===== src/rtl/fetch_stage.sv =====
// Instruction-fetch stage: PC/nPC delayed-branch sequencing, big-endian byte ROM read,
// and the IF/ID pipeline register feeding decode.
module fetch_stage #(
  parameter int unsigned             ROM_BYTES = 512,
  parameter logic [31:0]             RESET_PC  = 32'h0000_0000,
  parameter logic [31:0]             NOP_WORD  = 32'h0000_0000,
  // Byte i of the ROM lives at ROM_INIT[8*i +: 8]
  parameter logic [ROM_BYTES*8-1:0]  ROM_INIT  = '0
) (
  input  logic        clk,
  input  logic        reset,
  input  logic        stall,
  input  logic        branch_taken,
  input  logic [31:0] branch_tgt,
  input  logic        annul,
  output logic [31:0] PC_IF,
  output logic [31:0] npc_if,
  output logic [31:0] instr_id,
  output logic [31:0] pc_id,
  output logic        valid_id
);

  localparam int unsigned IDX_W = $clog2(ROM_BYTES);

  logic [7:0]       mem [0:ROM_BYTES-1];
  logic [IDX_W-1:0] rom_idx_s;
  logic [31:0]      rom_word_s;

  logic [31:0] pc_q, pc_d;
  logic [31:0] npc_q, npc_d;
  logic [31:0] instr_q, instr_d;
  logic [31:0] pc_id_q, pc_id_d;
  logic        valid_q, valid_d;

  for (genvar gi = 0; gi < ROM_BYTES; gi++) begin : g_mem
    assign mem[gi] = ROM_INIT[gi*8 +: 8];
  end

  // Upper PC bits are dropped so fetches beyond the ROM wrap instead of faulting
  assign rom_idx_s  = {pc_q[IDX_W-1:2], 2'b00};
  assign rom_word_s = {mem[{rom_idx_s[IDX_W-1:2], 2'b00}],
                       mem[{rom_idx_s[IDX_W-1:2], 2'b01}],
                       mem[{rom_idx_s[IDX_W-1:2], 2'b10}],
                       mem[{rom_idx_s[IDX_W-1:2], 2'b11}]};

  // Next-state: stall freezes everything, otherwise advance and load IF/ID
  always_comb begin
    pc_d    = pc_q;
    npc_d   = npc_q;
    instr_d = instr_q;
    pc_id_d = pc_id_q;
    valid_d = valid_q;
    if (stall) begin
      pc_d    = pc_q;
    end else begin
      pc_d    = npc_q;
      pc_id_d = pc_q;
      if (branch_taken) begin
        npc_d = {branch_tgt[31:2], 2'b00};
      end else begin
        npc_d = npc_q + 32'd4;
      end
      if (annul) begin
        instr_d = NOP_WORD;
        valid_d = 1'b0;
      end else begin
        instr_d = rom_word_s;
        valid_d = 1'b1;
      end
    end
  end

  // State registers with synchronous reset overriding every other input
  always_ff @(posedge clk) begin
    if (reset) begin
      pc_q    <= RESET_PC;
      npc_q   <= RESET_PC + 32'd4;
      instr_q <= NOP_WORD;
      pc_id_q <= 32'h0000_0000;
      valid_q <= 1'b0;
    end else begin
      pc_q    <= pc_d;
      npc_q   <= npc_d;
      instr_q <= instr_d;
      pc_id_q <= pc_id_d;
      valid_q <= valid_d;
    end
  end

  assign PC_IF    = pc_q;
  assign npc_if   = npc_q;
  assign instr_id = instr_q;
  assign pc_id    = pc_id_q;
  assign valid_id = valid_q;

endmodule


===== config.mk =====
export PLATFORM = sky130hd
export DESIGN_NAME = fetch_stage
export DESIGN_NICKNAME = d
export VERILOG_FILES = /design/src/rtl/fetch_stage.sv
export SDC_FILE = /design/constraint.sdc
export NUM_CORES = 1
export LEC_CHECK = 0
export CAP_MARGIN = 5
export CORE_ASPECT_RATIO = 0.6
export CORE_MARGIN = 4
export CORE_UTILIZATION = 40
export CTS_CLUSTER_SIZE = 28
export DETAILED_ROUTE_END_ITERATION = 8
export DONT_BUFFER_PORTS = 1
export SYNTH_ARGS = -nofsm -noshare
export SYNTH_HDL_FRONTEND = slang
export SYNTH_SLANG_ARGS = --single-unit

===== constraint.sdc =====
create_clock -name clk -period 5.6 [get_ports clk]
set_input_delay 0.56 -clock clk [delete_from_list [all_inputs] [get_ports clk]]
set_output_delay 0.56 -clock clk [all_outputs]
set_load 0.1 [all_outputs]

# Word-level counts from Yosys, hierarchy flattened
# Memories as Yosys holds them, arrays and structs flattened.
# Index checks and enable logic that the tools add are counted.
# totals
n_memories	4
reg_bits	129
mem_bits_ro	16384
output_inout_bits	129
elab_cells	29
# memory_table
memory	words	width	rd	rd_clocked_by_memory_dff	wr	line_no	text
(name not given)	512	8	1	0	0	44	mem[{rom_idx_s[IDX_W-1:2], 2'b11}]};
(name not given)	512	8	1	0	0	43	mem[{rom_idx_s[IDX_W-1:2], 2'b10}],
(name not given)	512	8	1	0	0	42	mem[{rom_idx_s[IDX_W-1:2], 2'b01}],
(name not given)	512	8	1	0	0	41	assign rom_word_s = {mem[{rom_idx_s[IDX_W-1:2], 2'b00}],
# op_classes
mux	11
bitwise_logic	4
addsub	1
magnitude_cmp	4
# ops
cell	n
$mux W32	2
$mux W8	8
$ge A10 B10 Y1 const B	4
$not A9 Y10	4
$add A32 B3 Y32 const B	1
$mux W1	1

# Longest topological paths before layout
# Gate-level depths: netlist of the first run.
# depth
word_depth	5
ltp_mapped	7
ltp_nobuf	6

# Worst setup path after synthesis of the first run
# No wires, ideal clock.
# synth_timing
path_type	reg2reg
from	register npc_q[2] (netlist: npc_if[2])
to	register npc_q[28] (netlist: npc_if[28])
stages_incl_launch_ff	8
arrival_ns	2.804
synth_period_minus_slack_ns	2.931
slack_ns	2.669
path_cell_list	dfxtp_1 ha_1 nand3_1 or4_4 buf_6 nor2_1 a21oi_1 or3_1
# synth_between
elab_chain_len	2
# synth_rtl
element	line_no	text
from (decl)	30	logic [31:0] npc_q, npc_d;
from (signal assigned)	77	npc_q <= RESET_PC + 32'd4;
from (signal assigned)	83	npc_q <= npc_d;
$add A32 B3 Y32	61	npc_d = npc_q + 32'd4;
$mux W32	58	if (branch_taken) begin
# Every way passes these cells.
# A chain may end at the register's enable or synchronous reset.

# Final worst setup path of the first run
# Same ends and word-level chain as after synthesis.

==> metrics.txt, run 1 <==
Die Area 12700 um^2; Total Routing Usage GR 0.177; Worst IR Drop VDD 0.235 mV; antenna violations before repair 0; cells after synthesis 506; initial core utilization 0.412; first-pass iteration count of the detailed router 4; end point of the most critical hold path PC_IF[30]; setup repair after global routing missed its margin no; synthesized cell area 4370 um^2; type of origin of the critical path register; CP Max Fanout 8; commonest cells after routing, fill and taps aside dfxtp_1 (91), nor2_1 (91), mux2i_1 (64); critical register-to-register path endpoint npc_if[28]; Clock Tree Root clkbuf_16; final hold violation count 0; proportion of synthesized area in mux cells 0.149; post-CTS clock slew at the launch and capture registers of the worst setup and hold paths 0.06 ns; worst min-delay path startpoint reset; wire length of the first global-routing pass 17700 um; total area of sequential cells 1820 um^2; pre-CTS setup slack 2.32 ns; Pwr per Cell Area 360 nW/um^2; final critical path time including I/O delays and setup 3.30 ns; required time reported for the critical path endpoint 5.82 ns; placer's final routability congestion estimate 0.798; proportion of synthesized chip area in sequential cells 0.417; count of input and output buffers 0; flip-flop cell with the highest count after synthesis dfxtp_1; Lkg Pwr 1.86 nW; Final Cycle Share 0.589; post-synthesis share of cell area spent on full adders, half adders and majority gates 0.00287; number of enable flip-flop cells after synthesis 0; HPWL Detailed 7940 um; main combinational cell family by area after synthesis simple AND/OR/NAND/NOR gates; number of pins exceeding their max-slew limit in the final report 0; post-synth cell types 50; final layout net count 532; crit end category register; outcome finished, final reports clean; pin slew with the least headroom to its limit 1.21 ns; TritonCTS buffer count 9; vias in the first global route 3246; complex-gate fraction of the synthesized area 0.128; routed via count divided by cell count 5.43; class of the most critical setup path register to register; count of cells along the worst hold path 1; Core ar. 10600 um^2; worst slew margin relative to its limit 0.189; number of setup violations in the final report 0; final wirelength 11500 um; maximum capacitance violations 0; clock latency on the worst-skew pair 0.33 ns; hold buffer count at cts 0; Post-Syn Area per Cell 8.63 um^2; setup skew after layout 0.00571 ns; setup slack of the critical path after layout 2.30 ns; via total after detailed routing 3467; layout overhead on the synthesized area 6.19%; Synth warnings 0; # diodes 0; clk sink count 91; Die Span Y 88.9 um; post-CTS setup-driven buffer insertion count 0; Avg WL per Cell 18.0 um; synthesized-area fraction occupied by and/or/nand/nor cells 0.189; total global routing overflow 0; Reg-to-Reg Start npc_if[2]; timing-limited maximum frequency 303 MHz; maximum number of pins on one net before global-route repair 99; DRC errors left 0; number of register bits inferred by synthesis 91; reg-to-reg slack, setup 2.30 ns; Cell Rows 29; count of fill cells added during filler insertion 1033; share of synthesized registers carrying an async set or reset 0; Min-Delay Path Class primary input to register; Antenna Nets Post-Route 0; CTS tree done; share of layout cells above drive strength 1 0.0721; final sum of negative setup slack 0 ns; Worst Path Arrival 3.52 ns; path depth of the worst reg2reg path 6; Boundary Pins 166; Resized Gates After CTS 0; buffer levels on the longest clock path 2; Starting DRT DRC Count 256; final core area utilization 0.438; area taken by multi-input logic gates 2230 um^2; maximum level of the CTS H-tree 3; width of the die 143 um; XOR/XNOR Fraction of Synth Area 0.0100
[cells in the mapped netlist, types with 2 or more instances]
cell / instances / area (um^2)
a211oi_1: 7 / 52.6
a21o_1: 5 / 37.5
a21oi_1: 26 / 130
a22oi_1: 8 / 60.1
a31oi_1: 6 / 37.5
and3_1: 5 / 31.3
and4_1: 2 / 17.5
buf_1: 10 / 37.5
buf_4: 39 / 293
clkbuf_1: 22 / 82.6
dfxtp_1: 91 / 1820
inv_1: 5 / 18.8
mux2i_1: 64 / 641
nand2_1: 21 / 78.8
nand3_1: 12 / 60.1
nand4_1: 11 / 68.8
nor2_1: 91 / 342
nor2b_1: 5 / 31.3
nor3_1: 8 / 40.0
nor3_2: 2 / 20.0
nor4_1: 2 / 12.5
o211ai_1: 2 / 15.0
o21a_1: 4 / 30.0
o21ai_0: 19 / 95.1
o22ai_1: 6 / 37.5
o32ai_1: 2 / 17.5
or2_2: 2 / 12.5
or3_1: 4 / 25.0
xnor2_1: 3 / 26.3
xor2_1: 2 / 17.5
[final cells by class]
cell class                 instances  area share
tap                              139      0.0375
clock inverter                     2     0.00756
sequential                        91       0.393
inverter                           6     0.00486
timing repair buffer              13      0.0211
clock buffer                      14      0.0548
multi-input combinational        373       0.481
[worst max-delay path, stage by stage (launching register included)]
cell and delay (ns):
dfxtp_1 1.11, ha_1 0.35, nand3_1 0.28, or4_4 0.73, nor2_1 0.26, a21oi_1 0.11
or3_1 0.34
[power breakdown]
group	switching [W]	leakage, nW	internal, W
logic	0.000192	0.982	0.0000469
registers	0.000164	0.741	0.000671
clock network	0.000236	0.141	0.000358
[flip-flops by register name, summed over array words and instances (netlist names)]
signal	flops
PC_IF	30
npc_if	30
pc_id	30
valid_id	1
[kinds of logic after synthesis]
group	Yosys count
AOI/OAI and AO/OA	90
and+or+nand+nor	174
xor gates and xnor gates	5
muxes	65
other	1
buffers and inverters	79
DFF	91
adders and majority gates	1
[stage by stage]
| stage | area [um^2] | hold WS [ns] | instances | total power, W |
|---|---|---|---|---|
| floorplan | 4500 | 0.734 | 543 | 0.00110 |
| global placement | 4350 | 0.631 | 622 | 0.00108 |
| detailed placement | 4350 | 0.643 | 622 | 0.00109 |
| CTS | 4640 | 0.285 | 638 | 0.00169 |
| global route | 4640 | 0.275 | 638 | 0.00173 |
| finish | 4640 | 0.293 | 638 | 0.00167 |
[routing by layer]
metal	share of wire	up-vias	global-route usage
met3	0.13	8	0.104
met4	0.0069	0	0.0311
met5	0	-	0
li1	-	1669	-
met2	0.43	157	0.273
met1	0.43	1633	0.219
[how the worst max path moves through the flow]
stage	from	end	slack, ns	cells after the start
floorplan	npc_if[2]	npc_if[28]	2.67	7
global placement	npc_if[3]	npc_if[28]	2.38	6
detailed placement	npc_if[2]	npc_if[28]	2.32	6
CTS	npc_if[2]	npc_if[28]	2.31	6
global route	npc_if[3]	npc_if[28]	2.18	6
finish	npc_if[2]	npc_if[28]	2.30	6
(Power assumes the default switching activity.)
==> run 2, diff against run 1 <==
==> constraint.sdc (replaced) <==
create_clock -name clk -period 2.75 [get_ports clk]
set_input_delay 0.275 -clock clk [delete_from_list [all_inputs] [get_ports clk]]
set_output_delay 0.275 -clock clk [all_outputs]
set_load 0.1 [all_outputs]
==> metrics.txt, run 2 (synthesis gave the netlist of run 1 again) <==
outcome finished, final reports clean; final sum of negative setup slack 0 ns (unchanged); buffer levels on the longest clock path 2 (unchanged); DRC errors left 0 (unchanged); crit end category register; first-pass iteration count of the detailed router 5 (+1); path depth of the worst reg2reg path 7 (+1); commonest non-fill, non-tap cell in the layout nor2_1; pin slew with the least headroom to its limit 1.02 ns (-0.191 ns); hold buffer count at cts 7 (+7); CTS tree done; clock share of power 0.355 (about the same); Reg-to-Reg Start npc_if[3]; Worst IR Drop VDD 0.296 mV (+26%); Psw 0.00128 W (+120%); placer's final routability congestion estimate 0.827 (+3.6%); HPWL Detailed 8230 um (+3.6%); number of setup violations in the final report 0 (unchanged); timing-limited maximum frequency 425 MHz (+40%); Antenna Nets Post-Route 0 (unchanged); critical register-to-register path endpoint npc_if[29]; vias in the first global route 3489 (+7.5%); Die Area 12700 um^2 (unchanged); worst slew margin relative to its limit 0.317 (+0.127); antenna violations before repair 0 (unchanged); final design area excluding fillers 4900 um^2 (+5.7%); via total after detailed routing 3647 (+5.2%); part of the power in registers 0.449 (-0.052); Lkg Pwr 2.01 nW (+7.8%); total design power 0.00347 W (+110%); final critical path time including I/O delays and setup 2.35 ns (-0.950 ns); setup skew after layout 0.00689 ns (+0.00118 ns); class of the most critical setup path register to register; Die Span Y 88.9 um (unchanged); Avg WL per Cell 18.9 um (+5.2%); placed cell area 4520 um^2 (+3.9%); initial core utilization 0.412 (unchanged); maximum capacitance violations 0 (unchanged); commonest cells after routing, fill and taps aside nor2_1 (91), dfxtp_1 (87), mux2i_1 (64); clk sink count 91 (unchanged); combinational fraction of design power 0.196 (+0.053); internal power consumption 0.00220 W (+100%); Pwr per Cell Area 709 nW/um^2 (+97%); TritonCTS buffer count 9 (unchanged); final layout net count 563 (+5.8%); post-CTS clock slew at the launch and capture registers of the worst setup and hold paths 0.07 ns (about the same); Boundary Pins 166 (unchanged); final wirelength 12700 um (+10%); routed via count divided by cell count 5.45 (+0.32%); Min-Delay Path Class primary input to register; end point of the most critical hold path npc_if[29]; maximum number of pins on one net before global-route repair 99 (unchanged); Starting DRT DRC Count 401 (+57%); width of the die 143 um (unchanged); count of input and output buffers 0 (unchanged); count of fill cells added during filler insertion 1043 (+0.97%); count of cells along the worst hold path 1 (unchanged); CP Max Fanout 6 (-2); post-CTS setup-driven buffer insertion count 0 (unchanged); number of pins exceeding their max-slew limit in the final report 0 (unchanged); # diodes 0 (unchanged); Total Routing Usage GR 0.192 (+0.0142); required time reported for the critical path endpoint 3.02 ns (-2.80 ns); maximum level of the CTS H-tree 3 (unchanged); reg-to-reg slack, setup 0.40 ns (-1.90 ns); type of origin of the critical path register; Resized Gates After CTS 0 (unchanged); Cell Rows 29 (unchanged); wire length of the first global-routing pass 18900 um (+6.6%); clock latency on the worst-skew pair 0.34 ns (about the same); total global routing overflow 0 (unchanged); Core ar. 10600 um^2 (unchanged); setup repair after global routing missed its margin no; final hold violation count 0 (unchanged); Final Cycle Share 0.855 (+0.265); worst min-delay path startpoint reset; layout overhead on the synthesized area 12.3%; Worst Path Arrival 2.62 ns (-0.90 ns); share of layout cells above drive strength 1 0.123 (+0.0505); Clock Tree Root clkbuf_16; final core area utilization 0.463 (+0.0252); switch share 0.368 (+0.0129)
[run 2: power by group through the flow]
stage          Sequential [W]  Combinational [W]  Clock [W]
2_1_floorplan         0.00180           0.000452          0
3_3_place_gp          0.00159           0.000644          0
3_5_place_dp          0.00159           0.000653          0
4_1_cts               0.00156           0.000675    0.00126
5_1_grt               0.00157           0.000711    0.00132
6_report              0.00156           0.000680    0.00123
[run 2: area by class of cell]
type,instances,area [um^2],share of cell area
multi-input combinational,373,2230,0.455
sequential,91,1830,0.373
timing repair buffer,44,353,0.0720
clock buffer,10,229,0.0467
tap,139,174,0.0355
clock inverter,6,66.3,0.0135
inverter,6,22.5,0.00459
[run 2: critical path, stage by stage (launching register included)]
cell	delay [ns]
dfxtp_2	0.33
buf_4	0.32
nand4_1	0.16
buf_4	0.20
nor3_1	0.52
nand3_1	0.23
or3_1	0.38
a21oi_1	0.14
[run 2: how the worst max path moves through the flow]
stage	startpoint	to	depth (start not counted)
after global placement	npc_if[2]	npc_if[29]	7
after global routing	npc_if[2]	npc_if[29]	7
final	npc_if[3]	npc_if[29]	7
after detailed placement	npc_if[3]	npc_if[29]	7
after floorplan	npc_if[5]	npc_if[28]	6
after CTS	npc_if[3]	npc_if[29]	7
[run 2: per-stage QoR]
step | hold slack, ns | cells | setup WS, ns
2_1_floorplan | 0.449 | 543 | 0.0217
3_3_place_gp | 0.352 | 644 | 0.527
3_5_place_dp | 0.353 | 644 | 0.500
4_1_cts | 0.000407 | 667 | 0.476
5_1_grt | 0.00485 | 669 | 0.302
6_report | 0.0209 | 669 | 0.399
[run 2: routing by layer]
| layer | wire length, um | GRT usage | vias to the layer above | part of all wire |
|---|---|---|---|---|
| met5 | 0 | 0 | - | 0 |
| met4 | 102 | 0.0371 | 0 | 0.0081 |
| met3 | 1520 | 0.0866 | 8 | 0.12 |
| met2 | 5390 | 0.286 | 169 | 0.43 |
| met1 | 5640 | 0.258 | 1726 | 0.45 |
| li1 | - | - | 1744 | - |
